`config.mk`:
```
export PLATFORM = sky130hd
export DESIGN_NAME = rr_encode_arb
export DESIGN_NICKNAME = d
export VERILOG_FILES = /design/src/rtl/rr_encode_arb_pkg.sv /design/src/rtl/rr_encode_arb_pick.sv /design/src/rtl/rr_encode_arb.sv
export SDC_FILE = /design/constraint.sdc
export NUM_CORES = 1
export LEC_CHECK = 0
export ABC_AREA = 1
export ABC_CLOCK_PERIOD_IN_PS = 3000
export BUFFER_PORTS_ARGS = -buffer_cell sky130_fd_sc_hd__buf_2
export CAP_MARGIN = 20
export CELL_PAD_IN_SITES_DETAIL_PLACEMENT = 0
export CELL_PAD_IN_SITES_GLOBAL_PLACEMENT = 1
export CORE_MARGIN = 3
export CORE_UTILIZATION = 38
export CTS_CLUSTER_DIAMETER = 150
export DETAILED_ROUTE_END_ITERATION = 7
export PLACE_DENSITY = 0.91
export RECOVER_POWER = 100
export SKIP_LAST_GASP = 1
export SYNTH_ARGS = -nofsm -noshare
export SYNTH_HDL_FRONTEND = slang
export SYNTH_SLANG_ARGS = --single-unit
```
`constraint.sdc`:
```
create_clock -name clk -period 3 [get_ports clk]
set_input_delay 0 -clock clk [delete_from_list [all_inputs] [get_ports clk]]
set_output_delay 0 -clock clk [all_outputs]
set_load 0.05 [all_outputs]
```
`src/rtl/rr_encode_arb_pkg.sv`:
```
// Shared types and defaults for the round-robin encode arbiter.
// Holds the FSM state encoding and the default index width.
package rr_encode_arb_pkg;

  localparam int RR_N_DEF = 4;

  typedef enum logic {
    ST_IDLE  = 1'b0,
    ST_GRANT = 1'b1
  } state_e;

endpackage

```
`src/rtl/rr_encode_arb_pick.sv`:
```
// rr_pick: combinational circular-priority search.
// Returns the first set request at or above i_ptr, wrapping at M.
module rr_pick
  import rr_encode_arb_pkg::*;
#(
  parameter int N = RR_N_DEF,
  parameter int M = 1 << N
) (
  input  logic [M-1:0] i_req,
  input  logic [N-1:0] i_ptr,
  output logic         o_vld,
  output logic [N-1:0] o_idx
);

  logic [N-1:0] w_cand;

  // Scan from farthest to nearest so the nearest hit wins.
  always_comb begin
    o_vld  = 1'b0;
    o_idx  = i_ptr;
    w_cand = '0;
    for (int k = M - 1; k >= 0; k--) begin
      w_cand = i_ptr + N'(k);
      if (i_req[w_cand]) begin
        o_vld = 1'b1;
        o_idx = w_cand;
      end
    end
  end

endmodule

```
`src/rtl/rr_encode_arb.sv`:
```
// Round-robin arbiter with encoded grant index (M = 1<<N).
// Define RR_ENCODE_ARB_LOCK_EN to add a lock input that holds on ack.
module rr_encode_arb
  import rr_encode_arb_pkg::*;
#(
  parameter int N = RR_N_DEF,
  parameter int M = 1 << N
) (
  input  logic         clk,
  input  logic         rst_n,
  input  logic [M-1:0] req,
  input  logic         ack,
`ifdef RR_ENCODE_ARB_LOCK_EN
  input  logic         lock,
`endif
  output logic [M-1:0] gnt,
  output logic [N-1:0] gnt_idx,
  output logic         gnt_vld
);

  state_e       r_state;
  state_e       w_state_nxt;
  logic [N-1:0] r_ptr;
  logic [N-1:0] w_ptr_nxt;
  logic [N-1:0] r_idx;
  logic [N-1:0] w_idx_nxt;
  logic         w_pick_vld;
  logic [N-1:0] w_pick_idx;
  logic         w_lock;
  logic         w_release;

`ifdef RR_ENCODE_ARB_LOCK_EN
  assign w_lock = lock;
`else
  assign w_lock = 1'b0;
`endif

  rr_pick #(
    .N (N),
    .M (M)
  ) u_pick (
    .i_req (req),
    .i_ptr (r_ptr),
    .o_vld (w_pick_vld),
    .o_idx (w_pick_idx)
  );

  // Abandon always releases; ack releases unless locked.
  assign w_release = !req[r_idx] || (ack && !w_lock);

  // State, pointer and index registers.
  always_ff @(posedge clk or negedge rst_n) begin
    if (!rst_n) begin
      r_state <= ST_IDLE;
      r_ptr   <= '0;
      r_idx   <= '0;
    end else begin
      r_state <= w_state_nxt;
      r_ptr   <= w_ptr_nxt;
      r_idx   <= w_idx_nxt;
    end
  end

  // Next-state: pick in IDLE, hold or release in GRANT.
  always_comb begin
    w_state_nxt = r_state;
    w_ptr_nxt   = r_ptr;
    w_idx_nxt   = r_idx;
    unique case (r_state)
      ST_IDLE: begin
        if (w_pick_vld) begin
          w_idx_nxt   = w_pick_idx;
          w_state_nxt = ST_GRANT;
        end
      end
      ST_GRANT: begin
        if (w_release) begin
          w_ptr_nxt   = r_idx + 1'b1;
          w_state_nxt = ST_IDLE;
        end
      end
      default: w_state_nxt = ST_IDLE;
    endcase
  end

  assign gnt_vld = (r_state == ST_GRANT);
  assign gnt_idx = r_idx;
  assign gnt     = gnt_vld ? (M'(1) << r_idx) : '0;

endmodule

```
# [After elaboration in Yosys (flattened, before gate mapping)]
# Index checks and enable logic that the tools add are counted.
[classes] div_mod_pow=0 magnitude_cmp=17 bitwise=1 reduce_logical=4 mul=0 n_eq_ne=0 muxes=70 n_shift=1 n_addsub=16
[ops] operator="< comparator 4 x 5 -> 1 bit (second input constant)" n=17
[ops] operator="binary-select mux 1 bit (select 4 bit)" n=17
[ops] operator="two-way mux 4 bit" n=16
[ops] operator="two-way mux 1 bit" n=35
[ops] operator="adder 4 bit (second input constant)" n=8
[ops] operator="adder 4 x 3 -> 4 bit (second input constant)" n=4
[ops] operator="two-way mux 16 bit" n=1
[ops] operator="left shift 1 x 4 -> 16 bit (first input constant)" n=1
[ops] operator="adder 4 x 1 -> 4 bit (second input constant)" n=2
[ops] operator="adder 4 x 2 -> 4 bit (second input constant)" n=2
[ops] operator="AND reduction 2 bit" n=2
[ops] operator="one-hot mux 1 bit (2 select lines)" n=1
[ops] operator="logical NOT 1 bit" n=1
[ops] operator="logical OR 1 bit" n=1
[ops] operator="inverter 1 bit" n=1
[totals] regBits=9 in_bits=19 output_inout_bits=21 mem_bits_ro=0 mem_count=0 latchBits=0 ramBits=0

# [Depth between registers and ports, before layout]
# Gate-level depths: netlist of the first run.
[logic_depth] depth_word=21 ltp_mapped=29

# [By module]
# Synthesis of the first run repeated with hierarchy kept, for this count alone.
[unflattened] hier_cells=474 hier_area_um2=2397.3
[modules_own_cells] mod="rr_pick" n_inst=1 seq_area_each_um2=0.0 cells_each=352 area_per_inst_um2=1619.1
[modules_own_cells] mod="rr_encode_arb" n_inst=1 seq_area_each_um2=225.2 cells_each=122 area_per_inst_um2=778.2

# [Worst setup path before layout of the first run]
# OpenSTA, ideal clock, no wires.
[synth_timing] kind="register -> register" start="register r_ptr[1]" end="register r_idx[2] (netlist: gnt_idx[2])" path_stages_with_launch=19 path_buffers=2 t_required_ns=2.878 t_arrival_ns=2.495 path_slack_ns=0.384 synth_period_minus_slack_ns=2.616 cell_sequence="dfrtp_1 -> inv_1 -> buf_4 -> ha_1 -> inv_1 -> buf_2 -> nand3_1 -> nand3_1 -> nand2_1 -> nand2_1 -> nand2_1 -> clkinv_1 -> nand4_1 -> nor4_1 -> nand4_1 -> nand2_2 -> inv_2 -> nor2_1 -> a21oi_2"
[synth_between] elab_chain_len=20
[synth_lines] item="start, declared" line="rr_encode_arb.sv:23" text="logic [N-1:0] r_ptr;"
[synth_lines] item="start signal, assigned" line="rr_encode_arb.sv:59" text="r_ptr <= w_ptr_nxt;"
[synth_lines] item="adder 4 bit" line="rr_encode_arb_pick.sv:23" text="w_cand = i_ptr + N'(k);"
[synth_lines] item="binary-select mux 1 bit (select 4 bit)" line="rr_encode_arb_pick.sv:24" text="if (i_req[w_cand]) begin"
[synth_lines] item="two-way mux 1 bit (not written as such)" line="rr_encode_arb_pick.sv:24"
[synth_lines] item="two-way mux 1 bit (16 in series)" line="rr_encode_arb_pick.sv:24"
[synth_lines] item="AND reduction 2 bit (no line)"
[synth_lines] item="end signal, assigned" line="rr_encode_arb.sv:60" text="r_idx <= w_idx_nxt;"
[synth_lines] item="end, declared" line="rr_encode_arb.sv:25" text="logic [N-1:0] r_idx;"
# Parallel ways exist; a longest one is shown, timed or not. The select of a mux whose other input is x is not followed.
# A chain may end at the register's enable or synchronous reset.

# [Final worst setup path of the first run]
# Same ends and word-level chain as after synthesis.

==> results of run 1 <==
-- layout by cell type (no fill, tap or decap), types with 2 or more instances in the layout --
cell type / count
ha_1: 11
o21ai_0: 11
nor2_1: 32
nand2_2: 13
dfrtp_1: 8
nand2_1: 181
clkbuf_1: 23
nand3_1: 67
buf_4: 15
a21oi_2: 2
nand4_1: 4
a21oi_1: 36
clkinv_1: 2
nor4_1: 2
o21ai_1: 5
clkbuf_8: 3
buf_2: 18
inv_1: 37
inv_2: 12
inv_4: 2
o221ai_1: 4
-- flip-flops by register name, indices dropped and copies added (netlist names) --
name and count:
gnt_idx 4, r_ptr 4, gnt_vld 1
-- worst max-delay path, delay by kind of cell, from the launching register on --
kind            cells  cell delay (ns)
simple gates       18             1.21
flops               1             0.39
buf+inv             2             0.38
fa+ha+maj           1             0.27
compound gates      2             0.19
xor+xnor            1             0.16
-- how the worst max path moves through the flow --
stage             start    endpoint  slack (ns)  cells after the start
2_1_floorplan  r_ptr[1]  gnt_idx[2]        0.38                     18
3_3_place_gp   r_ptr[1]  gnt_idx[2]        0.11                     24
3_5_place_dp   r_ptr[1]  gnt_idx[2]        0.07                     24
4_1_cts        r_ptr[1]  gnt_idx[2]        0.06                     24
5_1_grt        r_ptr[0]  gnt_idx[2]      -0.005                     18
6_report       r_ptr[1]  gnt_idx[2]        0.29                     24
-- metal layers --
| metal | part of all wire (%) | global-route usage (%) | up-vias |
|---|---|---|---|
| met5 | 0 | 0 | - |
| met4 | 1.4 | 5.468 | 0 |
| met3 | 6.9 | 2.427 | 15 |
| met2 | 48 | 39.86 | 147 |
| met1 | 44 | 29.86 | 1374 |
| li1 | - | - | 1574 |
-- area by class of cell --
cell class / instances / area [µm²]
clock buffers: 4 / 45.04
fillers: 686 / 3199
inverters: 54 / 211.5
multi-input cells: 382 / 1873
flip-flops and latches: 9 / 226.5
well taps: 75 / 93.84
repair buffers: 57 / 306.5
-- repair_timing --
item,4_1_cts,5_1_grt
setup endpoints to repair,0,4
setup buffers,0,7
hold endpoints to repair,9,0
hold buffers,1,0
gates resized for setup,0,13
-- through the flow --
stage	utilization, %	setup WS, ns	hold WS [ns]	setup TNS [ns]
floorplan	-	0.3836	-0.2956	0
global placement	44.31	0.1054	-0.1407	0
detailed placement	44.31	0.07376	-0.1340	0
CTS	45.23	0.06317	0.09219	0
global route	46.28	-0.005140	0.1051	-0.005140
finish	46.28	0.2942	0.07671	0
-- synth_stat cells, drive strengths merged --
library cell  count
a21o              1
a21oi            38
buf              11
clkbuf            2
clkinv            2
dfrtp             9
ha               13
inv              52
mux2i             1
nand2           195
nand3            68
nand4             4
nor2             33
nor4              2
o21a              1
o21ai            17
o221ai            4
or2               1
xnor2             2
xor2              2
-- cells by family after synthesis --
family / after synthesis
flip-flops: 9
adder cells (fa/ha/maj): 13
multiplexers: 1
XOR/XNOR: 4
AND/OR/NAND/NOR: 303
buffers and inverters: 67
AO/OA/AOI/OAI: 61
==> key figures, run 1 <==
Run status
  – Status: completed

Yosys
  – XOR/XNOR Fraction of Synth Area: 2.595%
  – Simple logic cell fraction of the synthesized area: 54.08%
  – Largest family of logic cells by synthesized area: simple AND/OR/NAND/NOR gates
  – Register area share after synthesis: under 10%
  – Syn Inst Count: 458
  – Post-synthesis compound-gate area fraction: between 10 and 15%
  – Area share of the largest cell type after synthesis: about 29%
  – Adder-Cell Fraction of Synth Area: 6.886%
  – Syn Area/Cell: 5.158 µm²
  – Mux cell area share after synthesis: 0.4237%
  – Cell variety after synth: 31
  – Area contributors post-synth: nand2_1 29%, nand3_1 14%, dfrtp_1 9.5%
  – Dominant cell type by area after synthesis: nand2_1
  – Synthesized Nets: 490
  – Cell Area, Synth: 2362 µm²
  – Warnings, synthesis: 0
  – Synthesized flop and latch total: 9

Worst setup path
  – Crit-path slowest cell: dfrtp_1
  – Crit path cell chain: buf_4 > ha_2 > xnor2_4 > inv_2 > nand3_1 > nand2_1 > nand2_1 > nand2_2 > a21oi_1 > nand2_1 > nand2_1 > nand2_1 > nand2_1 > nand2_1 > nand2_1 > nand2_1 > nand2_1 > nand2_1 > nand2_1 > nand2_1 > nand2_1 > nand2_1 > nand2_1 > a21oi_2
  – Crit path largest cell delay: 0.39 ns
  – Reg-to-reg slack, setup: between 0.2 and 0.3 ns
  – Worst setup EP type: flip-flop
  – Required @ worst endpoint: 3.12 ns
  – Crit path DAT: 2.82 ns
  – Reg2reg path depth: 24
  – Critical R2R Capture: gnt_idx[2]
  – Kind of critical path: flip-flop to flip-flop
  – CP max FO: 16
  – Most used cell, CP: nand2_1
  – Reg2reg start: r_ptr[1]
  – CP Launch Type: flip-flop

Timing
  – Final setup fails: 0
  – Actual slew at the worst max-slew pin: 0.6862 ns
  – Slew headroom: 54.25%
  – Worst Skew: 0.002470 ns
  – Fmax: roughly 370 MHz
  – Slew Viols, Final: 0
  – Fin crit period: 2.706 ns
  – Tcrit/Tclk final: 90.19%
  – Hold Fails Final Rpt: 0

Die
  – Core region area: 5956 µm²
  – Die ar.: 7199 µm²
  – Chip Width: roughly 85 µm
  – Die extent in y: between 80 and 90 µm
  – Initial core utilization: 39.66%
  – Ports: 40
  – Cell row count: 28

Layout
  – Final #Nets: ~540
  – P&R area growth vs syn: 16.68%
  – Antenna diodes: 0
  – Fin cells: 581
  – Final instance area: between 2000 and 3000 µm²
  – Layout cells sized above 1: 15.02%

Min path
  – Worst hold path type: input pin to flip-flop
  – Hold_sp: ack
  – Worst Hold Path Cells: 3
  – Hold-critical path endpoint: gnt_vld

Placed design
  – Placed cells: 569
  – DPL Wire Length: 6674 µm
  – Gpl congestion: 0.9747
  – IO Port Bufs: 39
  – Placed Area: between 2000 and 3000 µm²

Clock tree
  – Depth of the CTS H-tree: 1
  – CTS clock-pin slew for the worst setup and hold paths: 0.05 ns
  – Root Driver: clkbuf_8
  – CTS tree: yes
  – Clock tree sinks: 9
  – TritonCTS buffer count: 3
  – CTS Buffer Depth: 2
  – Worst skew pair latency: 0.23 ns

Global route
  – Total Routing Usage GR: a little under a quarter
  – Initial antenna violation count: 0
  – GR Overflow Total: 0
  – Largest net degree at the start of global routing: 20
  – Vias in the first global route: 2876
  – First-pass GRT wire length: 13540 µm

Detailed routing
  – Via density per instance: 5.353
  – Detailed-route wire length per cell: 14.36 µm
  – First-pass iteration count of the detailed router: 6
  – Post-route ant nets: 0
  – WL final: 8345 µm
  – Drt drc: 0
  – Initial DRC Count: 264
  – Vias post-DR: 3110

Job
  – Maxcap violations: 0
Power of run 1 is left out: the tool's default activity adds up to more than one toggle a clock period on the data nets, which glitch-free logic cannot reach.
==> inputs of run 2 (changes only) <==
==> constraint.sdc (replaced) <==
create_clock -name clk -period 3 [get_ports clk]
set_input_delay 0.3 -clock clk [delete_from_list [all_inputs] [get_ports clk]]
set_output_delay 0.3 -clock clk [all_outputs]
set_load 0.05 [all_outputs]
==> key figures, run 2 (synthesis results as in run 1) <==
Run status
  – Status: completed

Worst setup path
  – Kind of critical path: flip-flop to flip-flop
  – Crit path largest cell delay: 0.39 ns
  – Worst Setup EP: gnt_idx[2]
  – Reg2reg start: r_ptr[1]
  – Crit path cell chain: buf_4 > ha_2 > xnor2_4 > inv_2 > nand3_1 > nand2_1 > nand2_1 > nand2_2 > a21oi_1 > nand2_1 > nand2_1 > nand2_1 > nand2_1 > nand2_1 > nand2_1 > nand2_1 > nand2_1 > nand2_1 > nand2_1 > nand2_1 > nand2_1 > nand2_1 > nand2_1 > a21oi_2
  – Reg-to-reg slack, setup: 0.28 ns
  – Critical R2R Capture: gnt_idx[2]
  – Crit-path slowest cell: dfrtp_1
  – Most used cell, CP: nand2_1
  – Reg2reg path depth: 24
  – CP Launch Type: flip-flop
  – Worst setup EP type: flip-flop
  – Crit. Startpoint: r_ptr[1]
  – CP max FO: 16
  – Required @ worst endpoint: 3.12 ns
  – Crit path DAT: 2.84 ns

Layout
  – Final #Nets: roughly 540
  – P&R area growth vs syn: 16.74%
  – Commonest cells after routing, fill and taps aside: 181 x nand2_1, 67 x nand3_1, 37 x inv_1
  – Final instance area: between 2000 and 3000 µm²
  – Layout cells sized above 1: approximately 15%
  – Antenna diodes: 0
  – Most common cell after layout, fill and taps aside: nand2_1

Timing
  – Hold Fails Final Rpt: 0
  – Fmax: 367.6 MHz
  – Tcrit/Tclk final: 90.67%
  – Worst Skew: around 0.0025 ns
  – Setup WS post-layout: between 0.2 and 0.3 ns
  – Slew Viols, Final: 0
  – Slew headroom: 54.37%
  – Fin crit period: 2.720 ns
  – Actual slew at the worst max-slew pin: 0.6845 ns
  – Final setup fails: 0
  – Hold Slack: about 0.38 ns

Detailed routing
  – WL final: around 8300 µm
  – Detailed-route wire length per cell: 14.36 µm
  – Via density per instance: 5.348
  – Drt drc: 0
  – Post-route ant nets: 0
  – Initial DRC Count: about 260
  – Vias post-DR: 3107
  – First-pass iteration count of the detailed router: 5

Global route
  – Vias in the first global route: between 2000 and 3000
  – Initial antenna violation count: 0
  – Total Routing Usage GR: a little under a quarter
  – Largest net degree at the start of global routing: 20
  – GR Overflow Total: 0
  – First-pass GRT wire length: 13540 µm

Die
  – Core region area: 5956 µm²
  – Chip Width: 84.85 µm
  – Cell row count: 28
  – Die ar.: 7199 µm²
  – Die extent in y: approximately 85 µm
  – Initial core utilization: 39.66%
  – Ports: 40

Clock tree
  – CTS Buffer Depth: 2
  – Depth of the CTS H-tree: 1
  – Worst skew pair latency: 0.23 ns
  – TritonCTS buffer count: 3
  – CTS clock-pin slew for the worst setup and hold paths: 0.05 ns
  – Root Driver: clkbuf_8
  – CTS tree: yes
  – Clock tree sinks: 9

Min path
  – Worst hold path type: input pin to flip-flop

Placed design
  – Pre-CTS setup slack: 0.07376 ns
  – Gpl congestion: 0.9747
  – DPL Wire Length: between 6000 and 7000 µm
  – IO Port Bufs: 39
  – Placed Area: 2639 µm²

Job
  – Maxcap violations: 0
[run 2: cell count changes in the layout (fill, tap and decap cells not counted), sizes merged]
cell    before  now
clkbuf      26   27
buf         34   33
[run 2: through the flow]
stage	utilization, %	instances	TNS, ns
floorplan	-	458	0
global placement	44.31	569	0
detailed placement	44.31	569	0
CTS	45.23	574	0
global route	46.30	581	-0.005140
finish	46.30	581	0
[run 2: worst min-delay path by stage]
stage	from	depth (start not counted)	to
global route	ack	3	gnt_vld
detailed placement	rst_n	1	gnt_vld
floorplan	rst_n	0	gnt_idx[0]
CTS	ack	3	gnt_vld
finish	ack	3	gnt_vld
global placement	rst_n	1	r_ptr[3]
[run 2: area by class of cell]
type,instances,area (µm²)
Timing Repair Buffer,57,307.8
Clock buffer,4,45.04
Tap cell,75,93.84
Multi-Input combinational cell,382,1873
Sequential cell,9,226.5
Inverter,54,211.5
Fill cell,686,3198
[run 2: timing repair]
action,4_1_cts,5_1_grt
hold buffers,1,0
endpoints found under the setup margin,0,4
hold endpoints to repair,9,0
resized for setup,0,13
buffers inserted,0,7
[run 2: metal layers]
layer | vias up | part of all wire [%] | track usage, %
met2 | 138 | 48 | 39.86
met4 | 0 | 1.5 | 5.468
met5 | - | 0 | 0
li1 | 1577 | - | -
met1 | 1377 | 44 | 29.86
met3 | 15 | 6.6 | 2.427
[run 2: worst max-delay path: cells and delay by family (launching register included)]
kind / cells / cell delay [ns]
compound gates: 2 / 0.19
xor+xnor: 1 / 0.16
buf+inv: 2 / 0.38
flops: 1 / 0.39
fa+ha+maj: 1 / 0.27
simple gates: 18 / 1.21
Power of run 2 is left out for the same reason.
==> inputs of run 3 (changes only) <==
--- a/config.mk
+++ b/config.mk
@@ -14,7 +14,9 @@
 export CORE_MARGIN = 3
 export CORE_UTILIZATION = 38
 export CTS_CLUSTER_DIAMETER = 150
+export CTS_CLUSTER_SIZE = 8
 export DETAILED_ROUTE_END_ITERATION = 7
+export MAX_ROUTING_LAYER = met4
 export PLACE_DENSITY = 0.91
 export RECOVER_POWER = 100
 export SKIP_LAST_GASP = 1
==> key figures, run 3 (synthesis results as in run 1) <==
Run status
  – Status: completed

Layout
  – # fillers: 661
  – Final #Nets: 535
  – Antenna diodes: 0
  – Layout cells sized above 1: 14.54%
  – Multi-input gate area: 1872 µm²
  – Reg area: approximately 230 µm²
  – Most common cell after layout, fill and taps aside: nand2_1
  – Final instance area: between 2000 and 3000 µm²
  – Commonest cells after routing, fill and taps aside: 181 x nand2_1, 67 x nand3_1, 36 x inv_1, 36 x a21oi_1, 32 x nor2_1
  – P&R area growth vs syn: 15.25%
  – Core Util, Final: 45.71%

Global route
  – Vias in the first global route: between 2000 and 3000
  – First-pass GRT wire length: 13280 µm
  – Initial antenna violation count: 0
  – Total Routing Usage GR: 23.16%
  – GR Overflow Total: 0
  – Largest net degree at the start of global routing: 20

Worst setup path
  – Crit-path slowest cell: dfrtp_1
  – Required @ worst endpoint: slightly above 3 ns
  – Crit path DAT: 2.92 ns
  – Crit path largest cell delay: 0.39 ns
  – Kind of critical path: flip-flop to flip-flop
  – CP max FO: 10
  – Most used cell, CP: nand2_1
  – Worst setup EP type: flip-flop
  – CP Launch Type: flip-flop
  – Reg-to-reg slack, setup: 0.19 ns
  – Reg2reg path depth: 26
  – Reg2reg start: r_ptr[1]
  – Critical R2R Capture: gnt_idx[2]
  – Bufs and invs on worst path: 3
  – CP top delay family: simple AND/OR/NAND/NOR gates

Timing
  – Fmax: 356.3 MHz
  – Hold Slack: 0.3940 ns
  – Worst Skew: roughly 0.0013 ns
  – Tcrit/Tclk final: 93.56%
  – Actual slew at the worst max-slew pin: 0.6546 ns
  – Slew headroom: 56.36%
  – Hold Fails Final Rpt: 0
  – Setup TNS: 0 ns
  – Slew Viols, Final: 0
  – Fin crit period: around 2.8 ns
  – Final setup fails: 0

Clock tree
  – CTS tree: yes
  – Worst skew pair latency: 0.23 ns
  – Root Driver: clkbuf_8
  – CTS Buffer Depth: 2
  – TritonCTS buffer count: 3
  – Depth of the CTS H-tree: 1
  – CTS clock-pin slew for the worst setup and hold paths: 0.04 ns
  – Clock tree sinks: 9

Min path
  – Hold-critical path endpoint: gnt_vld
  – Worst hold path type: input pin to flip-flop
  – Worst Hold Path Cells: 3
  – Hold_sp: ack

Placed design
  – DPL Wire Length: 6622 µm
  – IO Port Bufs: 39
  – Gpl congestion: 0.9904
  – Placed Area: 2639 µm²

Die
  – Chip Width: 84.85 µm
  – Die ar.: 7199 µm²
  – Core region area: 5956 µm²
  – Die extent in y: 84.85 µm
  – Ports: 40
  – Initial core utilization: 39.66%
  – Cell row count: 28

Detailed routing
  – WL final: 8217 µm
  – Drt drc: 0
  – First-pass iteration count of the detailed router: 5
  – Detailed-route wire length per cell: 14.24 µm
  – Via density per instance: roughly 5.4
  – Vias post-DR: 3099
  – Post-route ant nets: 0
  – Initial DRC Count: approximately 280

Job
  – Maxcap violations: 0
==> run 3: cell type report <==
| type | count | share of cell area (%) |
|---|---|---|
| multi-input combinational | 382 | 68.75 |
| timing repair buffer | 53 | 10.16 |
| sequential | 9 | 8.318 |
| inverter | 54 | 7.675 |
| tap | 75 | 3.447 |
| clock buffer | 4 | 1.654 |
==> run 3: how the worst max path moves through the flow <==
stage | startpoint | end | cells after the start
2_1_floorplan | r_ptr[1] | gnt_idx[2] | 18
3_3_place_gp | r_ptr[1] | gnt_idx[2] | 24
3_5_place_dp | r_ptr[0] | gnt_idx[2] | 24
4_1_cts | r_ptr[0] | gnt_idx[2] | 24
5_1_grt | r_ptr[1] | gnt_idx[2] | 26
6_report | r_ptr[1] | gnt_idx[2] | 26
==> run 3: worst reg2reg max path: cells and delay by family (launching register included) <==
family / cells / cell delay, ns
AO/OA/AOI/OAI: 1 / 0.07
buffers and inverters: 3 / 0.45
adder cells (fa/ha/maj): 1 / 0.22
flip-flops: 1 / 0.39
AND/OR/NAND/NOR: 21 / 1.57
==> run 3: routing by layer <==
layer	GRT usage [%]	wire, µm	vias up
met5	-	0	-
met4	7.626	233	0
met3	1.456	423	20
met2	39.15	3874	127
met1	29.50	3686	1396
li1	-	-	1556
==> run 3: through the flow <==
stage / setup slack (ns) / std cells
after global placement: 0.1486 / 569
after global routing: -0.002119 / 577
final: 0.1933 / 577
after detailed placement: 0.1589 / 569
after floorplan: 0.3836 / 458
after CTS: 0.1448 / 574
==> run 3: what timing repair did <==
action / in CTS / in global routing
gates resized for setup: 0 / 12
setup buffers: 0 / 3
hold buffers: 1 / 0
hold endpoints to repair: 9 / 0
endpoints found under the setup margin: 0 / 4
Power of run 3 is left out for the same reason.
